File: src/rtl/mbc_pkg.sv
`default_nettype none
// ---------------------------------------------------------------------------
// mbc_pkg - shared bus widths, busy bit position and arbiter FSM state type.
// Revision: 1.0
// ---------------------------------------------------------------------------
package mbc_pkg;

    localparam int MBC_ADDR_W        = 32;
    localparam int MBC_DATA_W        = 32;
    localparam int MBC_CTRL_BUSY_BIT = 0;

    typedef enum logic [1:0] {
        ST_IDLE  = 2'd0,
        ST_ISSUE = 2'd1,
        ST_WAIT  = 2'd2,
        ST_RESP  = 2'd3
    } mbc_state_t;

    // A request must name exactly one direction to be issued on the bus.
    function automatic logic mbc_req_legal(input logic wr, input logic rd);
        return wr ^ rd;
    endfunction

endpackage
`default_nettype wire

File: src/rtl/mbc_rr_pick.sv
`default_nettype none
// ---------------------------------------------------------------------------
// mbc_rr_pick - combinational round-robin winner select starting at last+1.
// Optional MBC_ARB_PRIORITY_EN makes requester 0 fixed highest priority. Rev 1.0
// ---------------------------------------------------------------------------
module mbc_rr_pick #(
    parameter int NUM_REQ = 4,
    parameter int IDX_W   = 2
) (
    input  logic [NUM_REQ-1:0] i_req,
    input  logic [IDX_W-1:0]   i_last,
    output logic [IDX_W-1:0]   o_idx,
    output logic               o_found
);

    logic [IDX_W-1:0] w_cand;

    // Scan farthest candidate first so the nearest one after i_last wins.
    always_comb begin
        o_idx   = '0;
        o_found = 1'b0;
        w_cand  = '0;
        for (int k = NUM_REQ; k >= 1; k--) begin
            w_cand = IDX_W'((int'(i_last) + k) % NUM_REQ);
            if (i_req[w_cand]) begin
                o_idx   = w_cand;
                o_found = 1'b1;
            end
        end
`ifdef MBC_ARB_PRIORITY_EN
        if (i_req[0]) begin
            o_idx   = '0;
            o_found = 1'b1;
        end
`endif
    end

endmodule
`default_nettype wire

File: src/rtl/mbc_bus_arb.sv
`default_nettype none
// ---------------------------------------------------------------------------
// mbc_bus_arb - round-robin arbiter/sequencer for the shared mbc_out_ifc port
// with busy watchdog. Build option: MBC_ARB_PRIORITY_EN. Revision: 1.0
// ---------------------------------------------------------------------------
module mbc_bus_arb
    import mbc_pkg::*;
#(
    parameter int NUM_REQ  = 4,
    parameter int MAX_WAIT = 255
) (
    input  logic                          clk,
    input  logic                          rst_n,
    input  logic [NUM_REQ-1:0]            req_valid,
    input  logic [NUM_REQ-1:0]            req_write,
    input  logic [NUM_REQ-1:0]            req_read,
    input  logic [NUM_REQ*MBC_ADDR_W-1:0] req_address,
    input  logic [NUM_REQ*MBC_DATA_W-1:0] req_write_data,
    output logic [NUM_REQ-1:0]            resp_done,
    output logic                          resp_error,
    output logic [MBC_DATA_W-1:0]         resp_read_data,
    output logic [MBC_ADDR_W-1:0]         mbc_out_ifc_address,
    output logic [MBC_DATA_W-1:0]         mbc_out_ifc_write_data,
    output logic                          mbc_out_ifc_write,
    output logic                          mbc_out_ifc_read,
    input  logic [MBC_DATA_W-1:0]         mbc_out_ifc_read_data,
    input  logic [31:0]                   mbc_out_ifc_control
);

    localparam int                 IDX_W    = $clog2(NUM_REQ);
    localparam logic [IDX_W-1:0]   LAST_RST = IDX_W'(NUM_REQ - 1);
    localparam logic [7:0]         WD_LIMIT = 8'(MAX_WAIT);
    localparam logic [NUM_REQ-1:0] ONE      = NUM_REQ'(1);

    mbc_state_t             r_state;
    logic [IDX_W-1:0]       r_idx;
    logic [IDX_W-1:0]       r_last;
    logic                   r_is_read;
    logic [7:0]             r_wd;
    logic [MBC_ADDR_W-1:0]  r_addr;
    logic [MBC_DATA_W-1:0]  r_wdata;
    logic [MBC_DATA_W-1:0]  r_rdata;
    logic                   r_wr_stb;
    logic                   r_rd_stb;
    logic                   r_err;
    logic [NUM_REQ-1:0]     r_done;

    logic [IDX_W-1:0]       w_win;
    logic                   w_found;
    logic                   w_win_wr;
    logic                   w_win_rd;
    logic [MBC_ADDR_W-1:0]  w_win_addr;
    logic [MBC_DATA_W-1:0]  w_win_wdata;
    logic                   w_busy;
    logic                   w_ctrl_unused;

    mbc_rr_pick #(
        .NUM_REQ (NUM_REQ),
        .IDX_W   (IDX_W)
    ) u_pick (
        .i_req   (req_valid),
        .i_last  (r_last),
        .o_idx   (w_win),
        .o_found (w_found)
    );

    assign w_win_wr      = req_write[w_win];
    assign w_win_rd      = req_read[w_win];
    assign w_win_addr    = req_address[MBC_ADDR_W*int'(w_win) +: MBC_ADDR_W];
    assign w_win_wdata   = req_write_data[MBC_DATA_W*int'(w_win) +: MBC_DATA_W];
    assign w_busy        = mbc_out_ifc_control[MBC_CTRL_BUSY_BIT];
    assign w_ctrl_unused = ^mbc_out_ifc_control;

    // Pulsed outputs default low every cycle; only a state transition raises them.
    always_ff @(posedge clk or negedge rst_n) begin
        if (!rst_n) begin
            r_state   <= ST_IDLE;
            r_idx     <= '0;
            r_last    <= LAST_RST;
            r_is_read <= 1'b0;
            r_wd      <= '0;
            r_addr    <= '0;
            r_wdata   <= '0;
            r_rdata   <= '0;
            r_wr_stb  <= 1'b0;
            r_rd_stb  <= 1'b0;
            r_err     <= 1'b0;
            r_done    <= '0;
        end else begin
            r_wr_stb <= 1'b0;
            r_rd_stb <= 1'b0;
            r_done   <= '0;
            r_err    <= 1'b0;
            r_rdata  <= '0;
            case (r_state)
                ST_IDLE: begin
                    if (w_found) begin
                        r_idx     <= w_win;
                        r_addr    <= w_win_addr;
                        r_wdata   <= w_win_wdata;
                        r_is_read <= w_win_rd;
                        if (mbc_req_legal(w_win_wr, w_win_rd)) begin
                            r_wr_stb <= w_win_wr;
                            r_rd_stb <= w_win_rd;
                            r_state  <= ST_ISSUE;
                        end else begin
                            r_done  <= ONE << w_win;
                            r_err   <= 1'b1;
                            r_state <= ST_RESP;
                        end
                    end
                end
                ST_ISSUE: begin
                    r_wd    <= '0;
                    r_state <= ST_WAIT;
                end
                ST_WAIT: begin
                    if (!w_busy) begin
                        r_done  <= ONE << r_idx;
                        r_rdata <= r_is_read ? mbc_out_ifc_read_data : '0;
                        r_state <= ST_RESP;
                    end else if (r_wd == WD_LIMIT) begin
                        r_done  <= ONE << r_idx;
                        r_err   <= 1'b1;
                        r_state <= ST_RESP;
                    end else begin
                        r_wd <= r_wd + 8'd1;
                    end
                end
                ST_RESP: begin
                    r_last  <= r_idx;
                    r_state <= ST_IDLE;
                end
                default: r_state <= ST_IDLE;
            endcase
        end
    end

    assign resp_done              = r_done;
    assign resp_error             = r_err;
    assign resp_read_data         = r_rdata;
    assign mbc_out_ifc_address    = r_addr;
    assign mbc_out_ifc_write_data = r_wdata;
    assign mbc_out_ifc_write      = r_wr_stb;
    assign mbc_out_ifc_read       = r_rd_stb;

endmodule
`default_nettype wire
File: config.mk
export PLATFORM = sky130hd
export DESIGN_NAME = mbc_bus_arb
export DESIGN_NICKNAME = d
export VERILOG_FILES = /design/src/rtl/mbc_pkg.sv /design/src/rtl/mbc_rr_pick.sv /design/src/rtl/mbc_bus_arb.sv
export SDC_FILE = /design/constraint.sdc
export NUM_CORES = 1
export LEC_CHECK = 0
export BUFFER_PORTS_ARGS = -buffer_cell sky130_fd_sc_hd__buf_2
export CORE_AREA = 2 2 169 171
export DETAILED_ROUTE_END_ITERATION = 7
export DIE_AREA = 0 0 171 173
export SLEW_MARGIN = 25
export SYNTH_ARGS = -nofsm -noshare
export SYNTH_HDL_FRONTEND = slang
export SYNTH_SLANG_ARGS = --single-unit
File: constraint.sdc
create_clock -name clk -period 2.36 [get_ports clk]
set_input_delay 0.472 -clock clk [delete_from_list [all_inputs] [get_ports clk]]
set_output_delay 0.472 -clock clk [all_outputs]
set_load 0.01 [all_outputs]
Word-level counts from Yosys, hierarchy flattened. Cells that the tools add are included.

Flip-flop bits (word level): 118. Input port bits: 334. Output and inout port bits: 103. Logic and storage cells: 87.

Add/subtract/negate cells: 5. $lt $le $gt $ge: 5. Equality and inequality tests: 8. Shift operators: 4. Muxes and demuxes: 47. Bitwise operators: 1. Reduce and logical (&&, ||, !) cells: 5.

Operator list (number): $shiftx A128 B8 Y32 (2); $mux W32 (3); $mux W1 (20); $mux W2 (8); $mux W4 (4); $mux W8 (2); $pmux W8 S2 (1); $lt A2 B3 Y1 const B (5); $bmux W1 S2 (6); $add A8 B1 Y8 const B (1); $eq A8 B8 Y1 const B (1); $pmux W2 S4 (1); $pmux W4 S2 (1); $shl A1 B2 Y4 const A (2); $add A2 B1 Y2 const B (2); $add A2 B2 Y2 const B (2); $eq A2 B2 Y1 const B (2); $ne A2 B2 Y1 const B (2); $reduce_and A2 Y1 (2); $ne A3 B3 Y1 const B (1); $reduce_and A3 Y1 (1); $eq A2 B1 Y1 const B (1); $logic_not A2 Y1 (1); $ne A2 B1 Y1 const B (1); other kinds (3) (3).

Logic depth before layout (Yosys ltp).
Depth in word-level cells: 13. Mapped depth: 11.

Cells and area by module. A second synthesis with hierarchy kept.

Cells, all modules: 409. Area total of the unflattened synthesis: 6150.9 um^2.

By module, submodules not included: mbc_bus_arb (times used 1, cells an instance 395, area an instance 6059.6 um^2); mbc_rr_pick (times used 1, cells an instance 14, area an instance 91.3 um^2).

Worst setup path after synthesis. No wires, ideal clock.

Path type: reg-to-reg. From: register r_last[1]. To: register r_state[1]. Data arrival time: 2.482 ns. Data required time: 2.227 ns. Setup slack: -0.255 ns. Stages on the path, launching flop included: 11. Path buffers: 3. Period minus slack after synthesis: 2.615 ns. Cell sequence: dfstp_2 buf_2 mux2i_1 o22ai_1 a21oi_1 buf_2 buf_4 mux2_2 ha_1 o21ai_0 a31oi_1.

Longest elaborated chain between the ends: 13.

RTL lines: start, declared (RTL line mbc_bus_arb.sv:37) `logic [IDX_W-1:0] r_last;`; start signal, assigned (RTL line mbc_bus_arb.sv:131) `r_last <= r_idx;`; $add A2 B1 Y2 (RTL line mbc_rr_pick.sv:24) `w_cand = IDX_W'((int'(i_last) + k) % NUM_REQ);`; $bmux W1 S2 (RTL line mbc_rr_pick.sv:25) `if (i_req[w_cand]) begin`; $mux W1 (implied by the code) (RTL line mbc_rr_pick.sv:25); $mux W2 (4 in a row) (RTL line mbc_rr_pick.sv:25); $bmux W1 S2, on equally long branches (RTL line mbc_bus_arb.sv:67, mbc_bus_arb.sv:68); $mux W1, on equally long branches (RTL line mbc_bus_arb.sv:67, mbc_bus_arb.sv:68); $xor A1 B1 Y1 (RTL line mbc_pkg.sv:21) `return wr ^ rd;`; $mux W2 (RTL line mbc_bus_arb.sv:102) `if (mbc_req_legal(w_win_wr, w_win_rd)) begin`; $mux W2 (RTL line mbc_bus_arb.sv:97) `if (w_found) begin`; $pmux W2 S4 (RTL line mbc_bus_arb.sv:95) `case (r_state)`; end signal, assigned (RTL line mbc_bus_arb.sv:105) `r_state <= ST_ISSUE;`; end signal, assigned (RTL line mbc_bus_arb.sv:109) `r_state <= ST_RESP;`; end signal, assigned (RTL line mbc_bus_arb.sv:115) `r_state <= ST_WAIT;`; end, declared (RTL line mbc_bus_arb.sv:35) `mbc_state_t r_state;`.

Several ways; a longest one is shown, not always the timed one. The select of a mux whose other input is x is not followed. A chain may end at the register's enable or synchronous reset.

Worst setup path in the final report.
From: register r_last[0]. To: register r_done[1], in the netlist resp_done[1].

Longest elaborated chain between the ends: 13.

RTL lines: $add A2 B1 Y2 (RTL line mbc_rr_pick.sv:24); $bmux W1 S2 (RTL line mbc_rr_pick.sv:25); $mux W1 (implied by the code) (RTL line mbc_rr_pick.sv:25); $mux W2 (4 in a row) (RTL line mbc_rr_pick.sv:25); $bmux W1 S2, on equally long branches (RTL line mbc_bus_arb.sv:67, mbc_bus_arb.sv:68); $mux W1, on equally long branches (RTL line mbc_bus_arb.sv:67, mbc_bus_arb.sv:68); $xor A1 B1 Y1 (RTL line mbc_pkg.sv:21); $mux W4 (RTL line mbc_bus_arb.sv:102); $mux W4 * (RTL line mbc_bus_arb.sv:97); $pmux W4 S2 * (RTL line mbc_bus_arb.sv:95); end signal, assigned (RTL line mbc_bus_arb.sv:107) `r_done <= ONE << w_win;`; end signal, assigned (RTL line mbc_bus_arb.sv:119) `r_done <= ONE << r_idx;`; end signal, assigned (RTL line mbc_bus_arb.sv:123) `r_done <= ONE << r_idx;`; end, declared (RTL line mbc_bus_arb.sv:46) `logic [NUM_REQ-1:0] r_done;`.

Every way passes the cells marked *; elsewhere a longest branch is shown, timed or not. The select of a mux whose other input is x is not followed.

==> impl_metrics.tcl <==
set metrics [dict create \
    reg2reg_from "r_last[0]" \
    worstPathMaxFanout 6 \
    hpwl_um 19500 \
    area.growth.synth_to_final_pct 50.9 \
    drv_slew 0 \
    grt_pass1_wl_um 37900 \
    postSynthCellCount 705 \
    die-area_mm2 0.0296 \
    drive_above_1_share_pct 49.7 \
    rows 61 \
    wl_per_cell_um 16.9 \
    cts.sink_count 118 \
    yosysTopAreaCell "dfrtp_1" \
    final_cells 1512 \
    holdBufCountCts 0 \
    synthesis.nets 1046 \
    gp_congestion 0.860 \
    r2r_cells 9 \
    synth-main-ff-cell "dfrtp_1" \
    p_leak_nw 4.86 \
    overflow 0 \
    vias 6913 \
    root_buffer "clkbuf_16" \
    nets 1459 \
    io_pins 437 \
    avgSynthCellArea_um2 9.29 \
    place_area_mm2 0.00922 \
    grt_max_degree 56 \
    powerDensity_mw_per_mm2 1170 \
    synth_edf_count 0 \
    core_area_mm2 0.0276 \
    drc_errors 0 \
    max_freq_mhz 437 \
    pre_cts_ws_ns -0.134 \
    start_util_pct 23.7 \
    run_status "complete, no violations" \
    max_cap_violations 0 \
    synthTopCellsByArea "dfrtp_1, mux2_2, a221oi_1" \
    rr_endpoint "resp_done[1]" \
    cts_tree "built" \
    cp.arrival_ns 2.58 \
    place_inst 1476 \
    async_reset_ff_share_pct 100 \
    peakVddDrop_uv 570 \
    ys_warn_count 0 \
    rsz0062_at_grt "true" \
    clk_path_buf_depth 2 \
    drt-initial-drc-count 322 \
    insertion_delay_ns 0.42 \
    fin_worst_skew_ns 0.0119 \
    wl_um 25500 \
    die_x_um 171 \
    ys_ff_latch 118 \
    critPathCaptureType "flop" \
    reg2reg_slack_ns 0.07 \
    yosysSeqAreaShare_pct 45.1 \
    cp.required_ns 2.65 \
    synth_cell_types 41 \
    drtAntennaViolNets 0 \
    drt_first_pass_iters 5 \
    fin_area_mm2 0.00988 \
    syn_area_mm2 0.00655 \
    fin_ws_ns 0.0700 \
    worst_setup_path_start_kind "flop" \
    antenna_found_initial 5 \
    grt_pass1_vias 6894 \
    cts_buffers 17 \
    via_per_inst 4.57 \
    h-tree-depth 4 \
    clk_pin_slew_ns 0.07 \
    fin_crit_sh_pct 97.0 \
    grt_util_all_layers_pct 16.8 \
    tightest_slew_ns 0.552 \
    fp.dieH_um 173 \
    hp-class "in -> async" \
    hold_viol_final 0 \
    setup_viol 0 \
    crit_type "reg -> reg" \
    io_buffer_count 405 \
    synth_top_cell_area_share_pct 44.3 \
    slew_headroom_pct 63.2 \
    post-route-min-period_ns 2.29 \
]
[routing by layer]
metal  track usage (%)  wire length [um]  part of all wire (%)  vias up
li1                  -                 -                     -     3332
met1              19.8             10600                    42     3244
met2              29.2             12700                    50      293
met3              4.19              1570                   6.2       40
met4              6.36               583                   2.3        4
met5                 0                27                  0.11        -
[registers in the layout (all words and copies together), names as in the netlist, 2 cells and up]
register,count
mbc_out_ifc_address,32
mbc_out_ifc_write_data,32
resp_read_data,32
r_wd,8
resp_done,4
r_idx,2
r_last,2
r_state,2
[through the flow]
stage / power (mW) / setup TNS (ns) / hold WS (ns) / util (%)
5_1_grt: 12.4 / -0.156 / 0.0468 / 35.8
2_1_floorplan: 6.66 / 0 / 0.176 / -
6_report: 11.5 / 0 / 0.0257 / 35.8
3_3_place_gp: 8.71 / -0.680 / 0.481 / 33.4
4_1_cts: 11.6 / 0 / 0.0324 / 35.6
3_5_place_dp: 8.81 / -0.867 / 0.492 / 33.4
[layout make-up]
| cell class | instances | area, um^2 |
|---|---|---|
| inverter | 7 | 26.3 |
| tap | 378 | 473 |
| multi-input combinational | 523 | 3320 |
| clock inverter | 15 | 181 |
| sequential | 118 | 2960 |
| clock buffer | 17 | 425 |
| antenna | 3 | 7.51 |
| timing repair buffer | 451 | 2490 |
| fill | 2926 | 17700 |
[worst max path at each step]
stage	start	to	slack, ns	cells after the start
6_report	r_last[0]	resp_done[1]	0.07	9
5_1_grt	r_last[0]	resp_done[0]	-0.04	9
4_1_cts	r_last[1]	resp_done[3]	0.006	9
3_5_place_dp	req_valid[3]	resp_done[3]	-0.13	10
3_3_place_gp	req_valid[3]	resp_done[3]	-0.11	10
2_1_floorplan	r_last[1]	r_state[1]	0.01	9
[power breakdown]
part           internal (mW)  total (mW)  switching, mW
combinational           2.45        5.56           3.11
clock                   1.61        2.76           1.15
sequential              2.78        3.21          0.428
total                   6.84        11.5           4.69
[critical path: stages (launching register included)]
cell       delay, ns
dfstp_2         0.60
nor2b_2         0.08
a2111oi_4       0.37
buf_4           0.20
mux2i_1         0.07
mux2_4          0.31
ha_4            0.25
buf_4           0.15
nand3_1         0.06
o21ai_0         0.09
[timing repair]
action	4_1_cts	5_1_grt
buffers inserted	0	1
setup endpoints to repair	0	51
gates resized for setup	0	13
[cells in the mapped netlist, drive strengths merged (7+ instances only)]
master and instances:
a21oi 65, a221oi 64, a31oi 8, and2 35, buf 29, clkbuf 28, dfrtp 116, ha 7
inv 7, mux2 62, nand2 130, nand3 18, nand3b 7, nor2 72, o21ai 17
[cell usage in the layout, fill, tap and decap left out, types with 3 or more instances in the layout]
master and instances:
buf_2 404, nand2_1 128, dfrtp_1 116, nor2_1 71, a21oi_1 64, a221oi_1 64, mux2_2 61, buf_4 36
and2_1 35, nand3_1 18, clkbuf_16 17, o21ai_0 13, buf_12 9, a31oi_1 8, inv_1 7, nand3b_1 7
ha_1 6, inv_6 6, inv_8 5, nand4_1 4, diode_2 3, nor2b_1 3, nand2b_1 3, mux2i_1 3
o21ai_1 3, xor2_1 3
[cell families after synthesis]
logic type               after synthesis  share of synthesized area (%)
AND/OR/NAND/NOR                      279                           18.8
AO/OA/AOI/OAI                        166                           17.5
flip-flops                           118                           45.1
multiplexers                          68                           11.6
buffers and inverters                 64                           5.25
adder cells (fa/ha/maj)                7                           1.34
XOR/XNOR                               3                          0.401
(Power assumes the default switching activity.)
